$ cat config.mk
export PLATFORM = sky130hd
export DESIGN_NAME = tlb_rr_arbiter
export DESIGN_NICKNAME = d
export VERILOG_FILES = /design/src/rtl/tlb_rr_arbiter.sv
export SDC_FILE = /design/constraint.sdc
export NUM_CORES = 1
export LEC_CHECK = 0
export BUFFER_PORTS_ARGS = -buffer_cell sky130_fd_sc_hd__buf_2
export CAP_MARGIN = 10
export CORE_AREA = 8 8 136 138
export CTS_CLUSTER_DIAMETER = 100
export DETAILED_ROUTE_END_ITERATION = 8
export DIE_AREA = 0 0 144 146
export PLACE_DENSITY = 0.73
export SYNTH_ARGS = -nofsm -noshare
export SYNTH_HDL_FRONTEND = slang
export SYNTH_SLANG_ARGS = --single-unit
$ cat constraint.sdc
create_clock -name clk -period 3.5 [get_ports clk]
set_input_delay 0.7 -clock clk [delete_from_list [all_inputs] [get_ports clk]]
set_output_delay 0.7 -clock clk [all_outputs]
set_load 0.02 [all_outputs]
$ cat src/rtl/tlb_rr_arbiter.sv
// ---------------------------------------------------------------------------
// tlb_rr_arbiter
//
// Purpose:
//   Shares one TLB lookup port among N_SRC translation requesters. A single
//   lookup is in flight at a time. Sources are served in round-robin order
//   starting from the source after the one most recently completed. The PPN
//   goes back to the granted source through a registered, one-cycle response.
//
// Optional feature (macro TLB_ARB_TIMEOUT_EN):
//   When defined, a watchdog aborts a lookup that has waited TIMEOUT_CYCLES
//   cycles in S_REQ without sink_ack. The source then gets a fault response
//   (src_fault=1, src_ppn=0), so a stuck TLB cannot hang every requester.
//   When undefined, there is no counter, src_fault is tied low and S_REQ
//   waits for sink_ack indefinitely.
//
// Ports:
//   clk        clock
//   rst_n      asynchronous active-low reset
//   src_valid  per-source request valid                       [N_SRC]
//   src_vpn    per-source VPN, source i at [i*VPN_W +: VPN_W] [N_SRC*VPN_W]
//   src_ack    one-hot, one-cycle response strobe            [N_SRC]
//   src_ppn    response PPN, valid with src_ack              [PPN_W]
//   src_fault  response is a timeout fault, valid with src_ack
//   sink_valid lookup request to the TLB
//   sink_vpn   lookup VPN                                    [VPN_W]
//   sink_ack   TLB lookup done
//   sink_ppn   TLB result, valid with sink_ack               [PPN_W]
//   busy       high whenever the arbiter is not idle
//   grant_idx  source currently or most recently granted     [IW]
// ---------------------------------------------------------------------------
module tlb_rr_arbiter #(
  parameter int N_SRC          = 4,
  parameter int VPN_W          = 52,
  parameter int PPN_W          = 44,
  parameter int TIMEOUT_CYCLES = 256,
  localparam int IW            = (N_SRC > 2) ? $clog2(N_SRC) : 1
) (
  input  logic                   clk,
  input  logic                   rst_n,
  input  logic [N_SRC-1:0]       src_valid,
  input  logic [N_SRC*VPN_W-1:0] src_vpn,
  output logic [N_SRC-1:0]       src_ack,
  output logic [PPN_W-1:0]       src_ppn,
  output logic                   src_fault,
  output logic                   sink_valid,
  output logic [VPN_W-1:0]       sink_vpn,
  input  logic                   sink_ack,
  input  logic [PPN_W-1:0]       sink_ppn,
  output logic                   busy,
  output logic [IW-1:0]          grant_idx
);

  typedef enum logic [1:0] {
    S_IDLE = 2'd0,
    S_REQ  = 2'd1,
    S_RESP = 2'd2
  } state_t;

  localparam logic [IW-1:0] LAST_IDX = IW'(N_SRC - 1);

  state_t            state;
  state_t            state_nxt;

  logic [IW-1:0]     rr_ptr;
  logic [IW-1:0]     grant_r;
  logic [VPN_W-1:0]  vpn_r;
  logic [PPN_W-1:0]  ppn_r;

  logic              pick_found;
  logic [IW-1:0]     pick_idx;
  logic [IW:0]       cand;
  logic [VPN_W-1:0]  pick_vpn;
  logic [IW-1:0]     ptr_after_grant;
  logic              req_done;

`ifdef TLB_ARB_TIMEOUT_EN
  // Wide enough to hold TIMEOUT_CYCLES-1, the last count before expiry.
  localparam int CW = (TIMEOUT_CYCLES > 2) ? $clog2(TIMEOUT_CYCLES) : 1;

  logic [CW-1:0]     wd_cnt;
  logic              fault_r;
  logic              timeout_hit;

  // Expiry only counts when the TLB has not answered in the same cycle;
  // a simultaneous sink_ack always wins over the watchdog.
  assign timeout_hit = (state == S_REQ) && !sink_ack &&
                       (wd_cnt == CW'(TIMEOUT_CYCLES - 1));
`endif

  // Round-robin search: walk upward from rr_ptr, wrapping modulo N_SRC,
  // and take the first valid source. The candidate is one bit wider than
  // an index so the wrap works for non-power-of-two N_SRC too.
  always_comb begin
    pick_found = 1'b0;
    pick_idx   = '0;
    cand       = '0;
    for (int k = 0; k < N_SRC; k++) begin
      cand = {1'b0, rr_ptr} + (IW+1)'(k);
      if (cand >= (IW+1)'(N_SRC)) begin
        cand = cand - (IW+1)'(N_SRC);
      end
      if (!pick_found && src_valid[cand[IW-1:0]]) begin
        pick_found = 1'b1;
        pick_idx   = cand[IW-1:0];
      end
    end
  end

  assign pick_vpn = src_vpn[int'(pick_idx) * VPN_W +: VPN_W];

  // Next round-robin start point: the source after the one just served.
  assign ptr_after_grant = (grant_r == LAST_IDX) ? '0 : grant_r + IW'(1);

  // A lookup leaves S_REQ either on the TLB answer or on watchdog expiry.
`ifdef TLB_ARB_TIMEOUT_EN
  assign req_done = sink_ack || timeout_hit;
`else
  assign req_done = sink_ack;
`endif

  // State register.
  always_ff @(posedge clk or negedge rst_n) begin
    if (!rst_n) begin
      state <= S_IDLE;
    end else begin
      state <= state_nxt;
    end
  end

  // Next-state logic. S_RESP always falls back to S_IDLE, so a source that
  // still shows valid in its ack cycle is not granted a second time.
  always_comb begin
    state_nxt = state;
    case (state)
      S_IDLE: begin
        if (pick_found) begin
          state_nxt = S_REQ;
        end
      end
      S_REQ: begin
        if (req_done) begin
          state_nxt = S_RESP;
        end
      end
      S_RESP: begin
        state_nxt = S_IDLE;
      end
      default: begin
        state_nxt = S_IDLE;
      end
    endcase
  end

  // Output logic. Everything here depends only on state and registers, so
  // the TLB side never sees a combinational path from the src_* inputs.
  always_comb begin
    busy       = (state != S_IDLE);
    sink_valid = (state == S_REQ);
    src_ack    = '0;
    for (int i = 0; i < N_SRC; i++) begin
      src_ack[i] = (state == S_RESP) && (grant_r == IW'(i));
    end
  end

  assign sink_vpn  = vpn_r;
  assign src_ppn   = ppn_r;
  assign grant_idx = grant_r;

`ifdef TLB_ARB_TIMEOUT_EN
  assign src_fault = fault_r;
`else
  assign src_fault = 1'b0;
`endif

  // Datapath registers. The grant and the VPN are captured once, at the
  // moment the source is granted. Later VPN changes on the source side
  // do not disturb the lookup in flight. The round-robin pointer only
  // moves when a lookup finishes, so a reset mid-lookup restarts the
  // search from source 0.
  always_ff @(posedge clk or negedge rst_n) begin
    if (!rst_n) begin
      rr_ptr  <= '0;
      grant_r <= '0;
      vpn_r   <= '0;
      ppn_r   <= '0;
    end else begin
      case (state)
        S_IDLE: begin
          if (pick_found) begin
            grant_r <= pick_idx;
            vpn_r   <= pick_vpn;
          end
        end
        S_REQ: begin
          if (sink_ack) begin
            ppn_r  <= sink_ppn;
            rr_ptr <= ptr_after_grant;
          end
`ifdef TLB_ARB_TIMEOUT_EN
          else if (timeout_hit) begin
            ppn_r  <= '0;
            rr_ptr <= ptr_after_grant;
          end
`endif
        end
        default: begin
        end
      endcase
    end
  end

`ifdef TLB_ARB_TIMEOUT_EN
  // Watchdog counter and fault flag. The counter restarts on every entry
  // to S_REQ and advances once per unanswered S_REQ cycle. The fault flag
  // describes the most recent completion and holds until the next one.
  always_ff @(posedge clk or negedge rst_n) begin
    if (!rst_n) begin
      wd_cnt  <= '0;
      fault_r <= 1'b0;
    end else begin
      case (state)
        S_IDLE: begin
          wd_cnt <= '0;
        end
        S_REQ: begin
          if (sink_ack) begin
            fault_r <= 1'b0;
          end else if (timeout_hit) begin
            fault_r <= 1'b1;
          end else begin
            wd_cnt <= wd_cnt + CW'(1);
          end
        end
        default: begin
        end
      endcase
    end
  end
`endif

endmodule
* Yosys cells after proc, flatten, opt, wreduce, memory -nomap -nowiden
Cells that the tools add are included.
Operators by class: multiply operators 1, muxes and demuxes 24, reductions and logical operators 16, equality and inequality tests 7, magnitude comparators 8, shift operators 1, $add $sub $neg 8
Operator list (count):
- 208-bit by 9-bit indexed part select with 52-bit output | 1
- 2-bit two-way mux | 11
- 2-bit by 3-bit less-than comparator with 1-bit output (second input constant) | 4
- 3-bit greater-or-equal comparator (second input constant) | 3
- 1-bit binary-select mux with 2-bit select | 4
- 1-bit two-way mux | 8
- 2-bit by 1-bit subtractor with 2-bit output (second input constant) | 4
- 1-bit logical AND | 7
- 2-bit by 2-bit adder with 3-bit output (second input constant) | 2
- 2-bit equality test (second input constant) | 3
- 2-bit by 4-bit multiplier with 6-bit output (second input constant) | 1
- 2-bit AND reduction | 3
- 2-bit by 1-bit equality test with 1-bit output (second input constant) | 2
- 2-bit zero test | 2
- 2-bit case mux with 2 select lines | 1
- 2-bit by 1-bit adder with 3-bit output (second input constant) | 1
- 2-bit by 3-bit greater-or-equal comparator with 1-bit output (second input constant) | 1
- 1-bit zero test | 3
- 2-bit by 1-bit adder with 2-bit output (second input constant) | 1
- 2-bit by 1-bit != test with 1-bit output (second input constant) | 1
- 2-bit != test (second input constant) | 1
- 2-bit nonzero test | 1
Word-level totals: output and inout bits 105, register bits after elaboration 102

* Longest topological paths before layout
word-level depth 16, mapped depth 7, gate-level depth less buffers 5

* Worst setup path after synthesis
No wires, ideal clock.
path kind in2reg, start point input src_valid[1], end point register vpn_r[0], in the netlist sink_vpn[0], cell stages on the path 7, path buffers 3, arrival 1.848 ns, library setup time 0.153 ns, path slack 1.499 ns, required time 3.347 ns, path through a21bo_2 > a221o_1 > buf_6 > buf_12 > buf_12 > mux2i_1 > o221ai_1
Between the ends: cells in the longest elaborated chain, start to end 14, elaborated cells on any way between the ends 25, classes of those cells mul: 1; shift: 1; mux: 16; reduce/logical: 7
RTL lines:
- start: declaration | line 41 | input logic [N_SRC-1:0] src_valid,
- 1-bit binary-select mux with 2-bit select | line 103 | if (!pick_found && src_valid[cand[IW-1:0]]) begin
- 1-bit two-way mux (implied by the code) | line 103
- 1-bit two-way mux | line 103
- 1-bit zero test | line 103
- 1-bit logical AND | line 103
- 1-bit two-way mux | line 103
- 1-bit zero test | line 103
- 1-bit logical AND | line 103
- 1-bit two-way mux | line 103
- 1-bit zero test | line 103
- 1-bit logical AND | line 103
- 2-bit two-way mux | line 103
- 2-bit by 4-bit multiplier with 6-bit output | line 110 | assign pick_vpn = src_vpn[int'(pick_idx) * VPN_W +: VPN_W];
- 208-bit by 9-bit indexed part select with 52-bit output | line 110
- end signal: assignment | line 192 | vpn_r <= pick_vpn;
- end: declaration | line 67 | logic [VPN_W-1:0] vpn_r;
Parallel ways exist; a longest one is shown, timed or not. The select of a mux whose other input is x is not followed. A chain may end at the register's enable or synchronous reset.

* Worst setup path after layout
start point register rr_ptr[1], end point register vpn_r[0], in the netlist sink_vpn[0]
Between the ends: cells in the longest elaborated chain, start to end 16, elaborated cells on any way between the ends 40, classes of those cells add/sub: 7; mul: 1; order compare: 4; shift: 1; mux: 20; reduce/logical: 7
RTL lines:
- start: declaration | line 65 | logic [IW-1:0] rr_ptr;
- start signal: assignment | line 198 | rr_ptr <= ptr_after_grant;
- branches (longest 16 deep; another with 2-bit by 1-bit adder with 3-bit output)
Parallel ways; which one is timed is not known. The select of a mux whose other input is x is not followed.

==> metrics <==
Core Region ~0.016 mm^2; flip-flop and latch count after synthesis 102; Worst Path Max Fanout 36; Clock transition at path regs roughly 70 ps; DR pass1 iterations 4; Post-DP HPWL 14900 um; reg2reg start rr_ptr[1]; main flop type after synthesis dfrtp_1; CTS root buf clkbuf_16; period utilization 67.6%; vias in the first global route 5379; DR DRC count 0; Slew Viols, Final 0; Worst path max stage delay 550 ps; max-cap violations 0; CTS tree done; path category of the worst min-delay check primary input to async pin; Final Hold Viols 0; Final setup viols 0; gr ovfl total 0; startpoint types flop; initial antenna violation count 4; Post-synth ARST share 100%; synthesized area between 0.005 and 0.006 mm^2; most numerous cell in the Yosys netlist mux2i_1; CTS buffer count 9; CP required about 3700 ps; CP endpoint kind flop; Mean Syn Cell Area between 10 and 15 um^2; DR WL/cell between 15 and 20 um; Slew HR ~28%; share of layout cells above drive strength 1 53.7%; Post-DRT Antenna Nets 0; Final nets ~1000; Via density 4.81; minimum clock period 2370 ps; run status completed; Critical Path AT 2570 ps; drt first-iter violations 121; FMAX 423 MHz; io pins 364; CP max stage cell a221o_4; Crit Path Category flop to flop; Warnings, synthesis 0; Crit path top cell by count mux2i_1; port bufs about 360; largest cells by area after synthesis dfrtp_1 (48%), mux2i_1 (20%), o221ai_1 (8.4%); EDFF count, synth 0; starting density of the core 32.7%; hold_ws between 300 and 400 ps; WL final 18600 um; post-synth top area share a little under half; R2R depth 5; row count 47; Register-to-Register Setup Slack 1130 ps; CP Cell Sequence mux2i_1, a221o_4, buf_12, mux2i_1, o221ai_1; Resize count post-CTS 0; pre-CTS WS 793 ps; clk sink count 102; die area 0.0210 mm^2; Mapped Cells between 400 and 500; post-synthesis sequential area ratio approximately 48%; Leak Pwr 4.13 nW; fill count 1536; vias 4838; power per cell area 876 mW/mm^2; Total GRT Usage 17.2%; final worst slack 1130 ps; CTS hold repair buffers 0; largest net degree at the start of global routing 56; worst-skew pair later-pin latency 350 ps; Max IR drop VDD 0.487 mV; Syn Nets 695; worst r2r dst sink_vpn[0]; Area Overhead vs Synth 41.9%; htree depth 3; Post-CTS Setup Bufs 0; most frequent cells after synthesis mux2i_1 (105), dfrtp_1 (102), nand2_1 (56); Synth area leader dfrtp_1; die height ~150 um; Yosys cell types 31; skew final 8.78 ps; first-pass GRT wire length 28500 um; CTS Buffer Depth 2; chip width 144 um; RD Place Congestion 0.768; worst slew pin tran between 1000 and 1500 ps; RSZ-0062 raised after global routing false; Final Util a little under half; setup TNS 0 ps
-- area by class of cell --
type	count	area, um^2	area share [%]
clock inverters	7	81.3	1.08
clock buffers	9	225	2.98
multi-input cells	289	2470	32.7
inverters	6	22.5	0.298
repair buffers	369	1920	25.4
diodes	4	10.0	0.132
flip-flops and latches	102	2550	33.8
well taps	220	275	3.64
-- how the worst max path moves through the flow --
stage,from,to,slack [ps]
after floorplan,src_valid[1],sink_vpn[0],1500
after global placement,src_valid[0],sink_vpn[0],830
after detailed placement,src_valid[0],sink_vpn[0],790
after CTS,rr_ptr[1],sink_vpn[0],1130
after global routing,rr_ptr[1],sink_vpn[0],990
final,rr_ptr[1],sink_vpn[0],1130
-- worst max-delay path: cells and delay by family (launching register included) --
kind	cells	cell delay [ps]
muxes	2	680
buffers and inverters	1	320
AOI/OAI and AO/OA	2	730
DFF	1	480
-- where the power goes --
| group | switching, mW | internal, mW |
|---|---|---|
| clock network | 0.473 | 0.566 |
| logic | 2.08 | 1.40 |
| registers | 0.314 | 1.78 |
-- stage by stage --
step / cells / power, mW / instance area [um^2]
finish: 1006 / 6.62 / 7560
global route: 1006 / 7.07 / 7560
CTS: 1002 / 6.73 / 7550
detailed placement: 986 / 5.66 / 7240
global placement: 986 / 5.58 / 7240
floorplan: 432 / 4.55 / 5330
-- cell usage in the layout (no fill, tap or decap), types with 2 or more instances in the layout --
master and instances:
buf_12 4, nor2b_1 3, dfrtp_1 102, o21ai_1 3, diode_2 4, mux2_1 17, o221ai_1 51, ha_1 4
mux2_2 28, clkinvlp_4 2, inv_8 2, a21oi_1 2, buf_2 361, nand2_1 55, o31ai_1 2, and2_1 4
inv_1 6, clkbuf_16 9, buf_4 4, mux2i_1 105
-- layer usage --
layer	routed length [um]	track usage [%]	vias to the layer above
met5	0	0	-
met4	412	7.84	0
met3	1990	6.43	25
met2	9330	29.6	222
met1	6830	18.1	2291
li1	-	-	2300
-- cells by family (layout without fill, tap and decap cells) --
family	Yosys count	in the layout	synth area share, %
adders and majority gates	4	4	0.940
DFF	102	102	47.9
AOI/OAI and AO/OA	64	64	10.1
and+or+nand+nor	70	70	5.57
buffers and inverters	41	391	6.15
muxes	150	150	29.2
other	1	5	0.0704
-- state kept, by name, summed over array words and instances, names as in the netlist --
signal,cells
grant_idx,2
rr_ptr,2
sink_vpn,52
src_ppn,44
state,2
Note: power is estimated with default switching activity, not from simulation.
